[config.mk]
export PLATFORM = sky130hd
export DESIGN_NAME = approx_adder_err_monitor
export DESIGN_NICKNAME = d
export VERILOG_FILES = /design/src/rtl/approx_mon_pkg.sv /design/src/rtl/approx_sweep_gen.sv /design/src/rtl/approx_adder_err_monitor.sv
export SDC_FILE = /design/constraint.sdc
export NUM_CORES = 1
export LEC_CHECK = 0
export CORE_AREA = 2 2 145 147
export DETAILED_ROUTE_END_ITERATION = 12
export DIE_AREA = 0 0 147 149
export HOLD_SLACK_MARGIN = 0.08
export PLACE_DENSITY = 0.71
export SKIP_CTS_REPAIR_TIMING = 1
export SYNTH_ARGS = -nofsm -noshare
export SYNTH_HDL_FRONTEND = slang
export SYNTH_SLANG_ARGS = --single-unit
[constraint.sdc]
create_clock -name clk -period 8.1 [get_ports clk]
set_input_delay 0.81 -clock clk [delete_from_list [all_inputs] [get_ports clk]]
set_output_delay 0.81 -clock clk [all_outputs]
set_load 0.01 [all_outputs]
[src/rtl/approx_mon_pkg.sv]
// -----------------------------------------------------------------------------
// approx_mon_pkg
// Shared types and default parameters for the approximate-adder error monitor.
//   mon_state_e : monitor FSM states (idle, sweep issuing, pipeline drain, done)
//   DEF_*       : default operand width, DUT latency and error-accumulator width
// -----------------------------------------------------------------------------
package approx_mon_pkg;

    localparam int unsigned DEF_W       = 8;
    localparam int unsigned DEF_DUT_LAT = 0;
    localparam int unsigned DEF_ACC_W   = 32;

    typedef enum logic [1:0] {
        ST_IDLE  = 2'd0,
        ST_SWEEP = 2'd1,
        ST_DRAIN = 2'd2,
        ST_DONE  = 2'd3
    } mon_state_e;

endpackage

[src/rtl/approx_sweep_gen.sv]
// -----------------------------------------------------------------------------
// approx_sweep_gen
// Exhaustive operand generator: b is the inner counter, a the outer, starting
// at (0,0) and ending at (2^W-1, 2^W-1), one vector per cycle.
//   clk, rst_n : clock, asynchronous active-low reset
//   go_i       : start a fresh sweep at (0,0) on this edge
//   a_o, b_o   : current operands (hold the last vector once the sweep ends)
//   valid_o    : a vector is being issued this cycle
//   last_o     : the vector issued this cycle is the final one
// -----------------------------------------------------------------------------
module approx_sweep_gen
    import approx_mon_pkg::*;
#(
    parameter int unsigned W = DEF_W
) (
    input  logic         clk,
    input  logic         rst_n,
    input  logic         go_i,
    output logic [W-1:0] a_o,
    output logic [W-1:0] b_o,
    output logic         valid_o,
    output logic         last_o
);

    logic [W-1:0] a_q, a_d;
    logic [W-1:0] b_q, b_d;
    logic         active_q, active_d;

    assign last_o  = active_q && (a_q == '1) && (b_q == '1);
    assign valid_o = active_q;
    assign a_o     = a_q;
    assign b_o     = b_q;

    // NOTE: every signal driven here gets a default first, so no path can
    // leave it unassigned and infer a latch.
    always_comb begin
        a_d      = a_q;
        b_d      = b_q;
        active_d = active_q;
        if (go_i) begin
            a_d      = '0;
            b_d      = '0;
            active_d = 1'b1;
        end else if (active_q) begin
            if (last_o) begin
                active_d = 1'b0;        // operands hold the final vector
            end else begin
                b_d = b_q + W'(1);
                if (b_q == '1) begin
                    a_d = a_q + W'(1);
                end
            end
        end
    end

    // NOTE: state registers use non-blocking assignments so every flop samples
    // the pre-edge value regardless of statement order.
    always_ff @(posedge clk or negedge rst_n) begin
        if (!rst_n) begin
            a_q      <= '0;
            b_q      <= '0;
            active_q <= 1'b0;
        end else begin
            a_q      <= a_d;
            b_q      <= b_d;
            active_q <= active_d;
        end
    end

endmodule

[src/rtl/approx_adder_err_monitor.sv]
// -----------------------------------------------------------------------------
// approx_adder_err_monitor
// Self-test wrapper for a W-bit approximate adder. Sweeps every (a,b) pair,
// scores each returned sum against the exact sum and accumulates error metrics.
//   clk, rst_n     : clock, asynchronous active-low reset
//   start          : begin a sweep (ignored while busy)
//   a_out, b_out   : operands to the adder under test
//   approx_sum_in  : adder sum, valid DUT_LAT cycles after the operands
//   busy, done     : sweep/drain in progress, results final
//   total_cases    : vectors scored
//   error_cases    : vectors with nonzero error
//   total_err      : saturating sum of |exact - approx|; acc_ovf marks saturation
//   max_err        : largest single error; worst_a/worst_b its first operands
// -----------------------------------------------------------------------------
module approx_adder_err_monitor
    import approx_mon_pkg::*;
#(
    parameter int unsigned W       = DEF_W,
    parameter int unsigned DUT_LAT = DEF_DUT_LAT,
    parameter int unsigned ACC_W   = DEF_ACC_W,
    parameter int unsigned CNT_W   = 2 * W + 1
) (
    input  logic             clk,
    input  logic             rst_n,
    input  logic             start,
    output logic [W-1:0]     a_out,
    output logic [W-1:0]     b_out,
    input  logic [W:0]       approx_sum_in,
    output logic             busy,
    output logic             done,
    output logic [CNT_W-1:0] total_cases,
    output logic [CNT_W-1:0] error_cases,
    output logic [ACC_W-1:0] total_err,
    output logic             acc_ovf,
    output logic [W:0]       max_err,
    output logic [W-1:0]     worst_a,
    output logic [W-1:0]     worst_b
);

    localparam int unsigned DRN_W = $clog2(DUT_LAT + 2);
    localparam int unsigned PW    = 1 + (W + 1) + 2 * W;   // {valid, exact, a, b}

    mon_state_e       state_q, state_d;
    logic [DRN_W-1:0] drain_q, drain_d;
    logic             go;

    logic [W-1:0]     gen_a, gen_b;
    logic             gen_valid, gen_last;

    // A sweep may only be launched from a quiescent state.
    assign go = start && ((state_q == ST_IDLE) || (state_q == ST_DONE));

    approx_sweep_gen #(.W(W)) u_gen (
        .clk     (clk),
        .rst_n   (rst_n),
        .go_i    (go),
        .a_o     (gen_a),
        .b_o     (gen_b),
        .valid_o (gen_valid),
        .last_o  (gen_last)
    );

    assign a_out = gen_a;
    assign b_out = gen_b;
    assign busy  = (state_q == ST_SWEEP) || (state_q == ST_DRAIN);
    assign done  = (state_q == ST_DONE);

    // ---------------- FSM ----------------
    always_comb begin
        state_d = state_q;
        drain_d = drain_q;
        unique case (state_q)
            ST_IDLE, ST_DONE: begin
                if (start) state_d = ST_SWEEP;
            end
            ST_SWEEP: begin
                if (gen_last) begin
                    state_d = ST_DRAIN;
                    drain_d = '0;
                end
            end
            ST_DRAIN: begin
                // DUT_LAT+1 drain cycles cover the DUT delay plus stage E.
                if (drain_q == DRN_W'(DUT_LAT)) state_d = ST_DONE;
                else                            drain_d = drain_q + DRN_W'(1);
            end
            default: state_d = ST_IDLE;
        endcase
    end

    always_ff @(posedge clk or negedge rst_n) begin
        if (!rst_n) begin
            state_q <= ST_IDLE;
            drain_q <= '0;
        end else begin
            state_q <= state_d;
            drain_q <= drain_d;
        end
    end

    // ---------------- Delay line aligning the reference with the DUT ----------------
    logic [W:0]    issue_exact;
    logic [PW-1:0] issue_word, dly_word;
    logic          d_valid;
    logic [W:0]    d_exact;
    logic [W-1:0]  d_a, d_b;

    assign issue_exact = {1'b0, gen_a} + {1'b0, gen_b};
    assign issue_word  = {gen_valid, issue_exact, gen_a, gen_b};

    generate
        if (DUT_LAT == 0) begin : g_no_dly
            assign dly_word = issue_word;
        end else begin : g_dly
            logic [PW-1:0] dly_q [DUT_LAT];

            // NOTE: the delay line is reset, not left uninitialised like a RAM,
            // because a stale valid bit would be scored as a vector.
            always_ff @(posedge clk or negedge rst_n) begin
                if (!rst_n) begin
                    for (int i = 0; i < DUT_LAT; i++) dly_q[i] <= '0;
                end else begin
                    dly_q[0] <= issue_word;
                    for (int i = 1; i < DUT_LAT; i++) dly_q[i] <= dly_q[i-1];
                end
            end

            assign dly_word = dly_q[DUT_LAT-1];
        end
    endgenerate

    assign {d_valid, d_exact, d_a, d_b} = dly_word;

    // ---------------- Stage E: error distance ----------------
    logic         err_valid_q;
    logic [W:0]   err_q;
    logic [W-1:0] err_a_q, err_b_q;

    always_ff @(posedge clk or negedge rst_n) begin
        if (!rst_n) begin
            err_valid_q <= 1'b0;
            err_q       <= '0;
            err_a_q     <= '0;
            err_b_q     <= '0;
        end else begin
            err_valid_q <= d_valid;
            if (d_valid) begin
                err_q   <= (d_exact >= approx_sum_in) ? (d_exact - approx_sum_in)
                                                      : (approx_sum_in - d_exact);
                err_a_q <= d_a;
                err_b_q <= d_b;
            end
        end
    end

    // ---------------- Stage A: accumulation ----------------
    logic [CNT_W-1:0] total_cases_q, total_cases_d;
    logic [CNT_W-1:0] error_cases_q, error_cases_d;
    logic [ACC_W-1:0] total_err_q, total_err_d;
    logic             acc_ovf_q, acc_ovf_d;
    logic [W:0]       max_err_q, max_err_d;
    logic [W-1:0]     worst_a_q, worst_a_d;
    logic [W-1:0]     worst_b_q, worst_b_d;
    logic [ACC_W:0]   err_sum;

    always_comb begin
        total_cases_d = total_cases_q;
        error_cases_d = error_cases_q;
        total_err_d   = total_err_q;
        acc_ovf_d     = acc_ovf_q;
        max_err_d     = max_err_q;
        worst_a_d     = worst_a_q;
        worst_b_d     = worst_b_q;
        // One extra bit exposes the carry that signals saturation.
        err_sum       = {1'b0, total_err_q} + (ACC_W+1)'(err_q);
        if (go) begin
            total_cases_d = '0;
            error_cases_d = '0;
            total_err_d   = '0;
            acc_ovf_d     = 1'b0;
            max_err_d     = '0;
            worst_a_d     = '0;
            worst_b_d     = '0;
        end else if (err_valid_q) begin
            total_cases_d = total_cases_q + CNT_W'(1);
            if (err_q != '0) error_cases_d = error_cases_q + CNT_W'(1);
            if (err_sum[ACC_W]) begin
                total_err_d = '1;
                acc_ovf_d   = 1'b1;
            end else begin
                total_err_d = err_sum[ACC_W-1:0];
            end
            // Strictly greater: ties keep the earliest vector.
            if (err_q > max_err_q) begin
                max_err_d = err_q;
                worst_a_d = err_a_q;
                worst_b_d = err_b_q;
            end
        end
    end

    always_ff @(posedge clk or negedge rst_n) begin
        if (!rst_n) begin
            total_cases_q <= '0;
            error_cases_q <= '0;
            total_err_q   <= '0;
            acc_ovf_q     <= 1'b0;
            max_err_q     <= '0;
            worst_a_q     <= '0;
            worst_b_q     <= '0;
        end else begin
            total_cases_q <= total_cases_d;
            error_cases_q <= error_cases_d;
            total_err_q   <= total_err_d;
            acc_ovf_q     <= acc_ovf_d;
            max_err_q     <= max_err_d;
            worst_a_q     <= worst_a_d;
            worst_b_q     <= worst_b_d;
        end
    end

    assign total_cases = total_cases_q;
    assign error_cases = error_cases_q;
    assign total_err   = total_err_q;
    assign acc_ovf     = acc_ovf_q;
    assign max_err     = max_err_q;
    assign worst_a     = worst_a_q;
    assign worst_b     = worst_b_q;

endmodule

==> results.tsv <==
stage	metric	value	unit
flow_run	cap_violations	0	
sta	worst_slack	4000	ps
setup_path	cp.required	8380	ps
sta	finClkSkew	12.3	ps
placed_design	post-place-ws	4050	ps
logic_synthesis	yosysWarnings	0	
clock_network	clock-sinks	137	
global_route	grt_overflow	0	
drt	first_pass_iters	5	
setup_path	slowest_delay	470	ps
global_route	grt_usage	0.187	
sta	period_share	0.506	
setup_path	slowest_stage	dfrtp_1	
placed_design	place_congestion	0.875	
global_route	grt_pass1_vias	6435	
drt	postRouteAntennaNets	0	
final_layout	drive_gt1_frac	0.0692	
setup_path	crit_chain	ha_1 > fa_1 > a21o_1 > a21oi_1 > o21ai_0 > a21oi_1 > xnor2_1 > ha_1 > a211oi_1 > nor2_1 > or3_1 > a21oi_2 > or4b_1 > o2111ai_1	
drt	drc	0	
logic_synthesis	syn-num-nets	883	
sta	tightest_slew	1090	ps
clock_network	path_clk_slew	60	ps
setup_path	cp-end-kind	register	
placed_design	port_buffers	121	
drt	drt_iter0_drc	379	
sta	setup_viol	0	
floorplanning	die_width	147	um
sta	hold_viol_final	0	
logic_synthesis	synthArstFlopShare	1.00	
clock_network	htreeDepth	4	
logic_synthesis	synth_area_per_cell	9.74	um^2
logic_synthesis	ys_seq_area_frac	0.430	
logic_synthesis	synth_edf_count	0	
clock_network	clk_path_buf_depth	2	
power	peakVddDrop	155	uV
floorplanning	start_util	0.388	
clock_network	cts_tree	done	
clock_network	root_buffer	clkbuf_16	
sta	setup-tns-final	0	ps
logic_synthesis	ys_types	65	
floorplanning	fp-row-count	53	
logic_synthesis	synth_area	7970	um^2
sta	timing.fmax	244	MHz
worst_hold_path	min_path_type	input pin to asynchronous set/reset pin	
floorplanning	num_io_pins	122	
power	p_leak	4.49	nW
drt	wire_per_inst	16.2	um
clock_network	cts_made_buffers	17	
drt	drt-total-wl	19.7	mm
sta	slew_headroom	0.276	
setup_path	critPathKind	register to register	
drt	via_per_inst	5.31	
global_route	grt_pass1_wl	33.1	mm
floorplanning	die_y	149	um
logic_synthesis	synth-seq-cells	137	
floorplanning	die_area	21900	um^2
sta	drv_slew	0	
outcome	outcome	finished, final reports clean	
power	p_per_area	287	nW/um^2
logic_synthesis	syn-instance-count	818	
clock_network	clock_latency	430	ps
logic_synthesis	synthFlopType	dfrtp_1	
drt	vias	6452	
final_layout	n_antenna_cell	0	
sta	rsz0062_at_grt	false	
setup_path	cp_max_fo	12	
setup_path	cp-start-kind	register	
final_layout	nNetsFinal	991	
floorplanning	core_area	20600	um^2
final_layout	syn_to_final_growth	25.8	%
setup_path	reg2reg_depth	14	
setup_path	arrival	4380	ps
sta	finalCriticalPeriod	4100	ps
global_route	grt_max_degree	72	
sta	worst_hold_slack	395	ps
global_route	antenna_found_initial	0	
placed_design	dp_hpwl	13.5	mm
==> power breakdown <==
part	internal [mW]	total [mW]	switching (mW)
combinational	0.515	1.11	0.596
clock	0.487	0.800	0.313
sequential	0.806	0.967	0.161
total	1.81	2.88	1.07
==> synth_stat cells (all sizes together), types with 10 or more instances <==
master	count	area, um^2
mux2	16	180
and3	12	75.1
nand4	32	200
inv	46	173
ha	49	613
clkbuf	25	95.1
xnor2	29	254
a22o	26	228
nand3	35	175
buf	12	57.6
nor3	12	65.1
o21ai	52	260
a21oi	30	154
or3	12	75.1
xor2	38	333
mux2i	15	150
a21o	11	82.6
nand2	50	188
dfrtp	137	3430
a31oi	10	62.6
nor2	68	263
and2	10	62.6
==> through the flow <==
step / power (mW) / util / area, um^2 / instances
global placement: 2.07 / 0.458 / 9420 / 1182
finish: 2.88 / 0.488 / 10000 / 1214
global route: 3.08 / 0.488 / 10000 / 1214
CTS: 2.90 / 0.488 / 10000 / 1214
detailed placement: 2.09 / 0.458 / 9420 / 1182
floorplan: 1.66 / - / 7970 / 818
==> layout by cell type (no fill, tap or decap), types with 15 or more instances in the layout <==
cell type,n
mux2_2,16
xor2_1,38
nor2_1,67
o21ai_0,47
inv_1,46
xnor2_1,29
nand3_1,35
clkdlybuf4s50_1,120
ha_1,49
dfrtp_1,137
mux2i_1,15
a21oi_1,29
nand2_1,50
nand4_1,32
clkbuf_16,17
a22o_1,26
==> flip-flops by register name (all words and copies together) (netlist names), 8 cells and up <==
name         cells
u_gen.a_o        8
error_cases     17
err_a_q          8
worst_b          8
u_gen.b_o        8
worst_a          8
err_q            9
total_err       32
err_b_q          8
total_cases     17
max_err          9
==> cell type report <==
type | count | area (um^2)
clock inverters | 13 | 169
well taps | 275 | 344
clock buffers | 19 | 433
repair buffers | 126 | 1250
flip-flops and latches | 137 | 3430
multi-input cells | 598 | 4230
fillers | 1918 | 10500
inverters | 46 | 173
==> critical path: cells and delay by family (launching register included) <==
family	cells	cell delay, ps
AOI/OAI and AO/OA	7	1520
adders and majority gates	3	1070
and+or+nand+nor	3	710
DFF	1	470
xor gates and xnor gates	1	190
==> worst paths after layout <==
| kind | from | slack, ps | to |
|---|---|---|---|
| setup / recovery | u_gen.a_o[0]$_DFFE_PN0P_ | 4000 | err_q[4]$_DFFE_PN0P_ |
| hold / removal | rst_n | 400 | total_err[14]$_DFFE_PN0P_ |
| setup reg to reg | u_gen.a_o[0]$_DFFE_PN0P_ | 4000 | err_q[4]$_DFFE_PN0P_ |
| hold reg to reg | acc_ovf$_DFFE_PN0P_ | 490 | acc_ovf$_DFFE_PN0P_ |
| max in group asynchronous | rst_n | 6390 | err_a_q[6]$_DFFE_PN0P_ |
| min in group clk | acc_ovf$_DFFE_PN0P_ | 490 | acc_ovf$_DFFE_PN0P_ |
==> routing by layer <==
layer  up-vias  global-route usage  part of all wire
li1       3146                   -                 -
met1      3105               0.251              0.47
met2       185               0.304              0.46
met3        16              0.0486             0.063
met4         0              0.0495            0.0089
met5         -                   0                 0
==> logic make-up (layout without fill, tap and decap cells) <==
| logic type | after synthesis | in the layout | share of synthesized area |
|---|---|---|---|
| simple gates | 276 | 276 | 0.182 |
| fa+ha+maj | 53 | 53 | 0.0870 |
| compound gates | 171 | 171 | 0.145 |
| flops | 137 | 137 | 0.430 |
| xor+xnor | 67 | 67 | 0.0736 |
| buf+inv | 83 | 204 | 0.0408 |
| mux | 31 | 31 | 0.0414 |
Note: power is estimated with default switching activity, not from simulation.
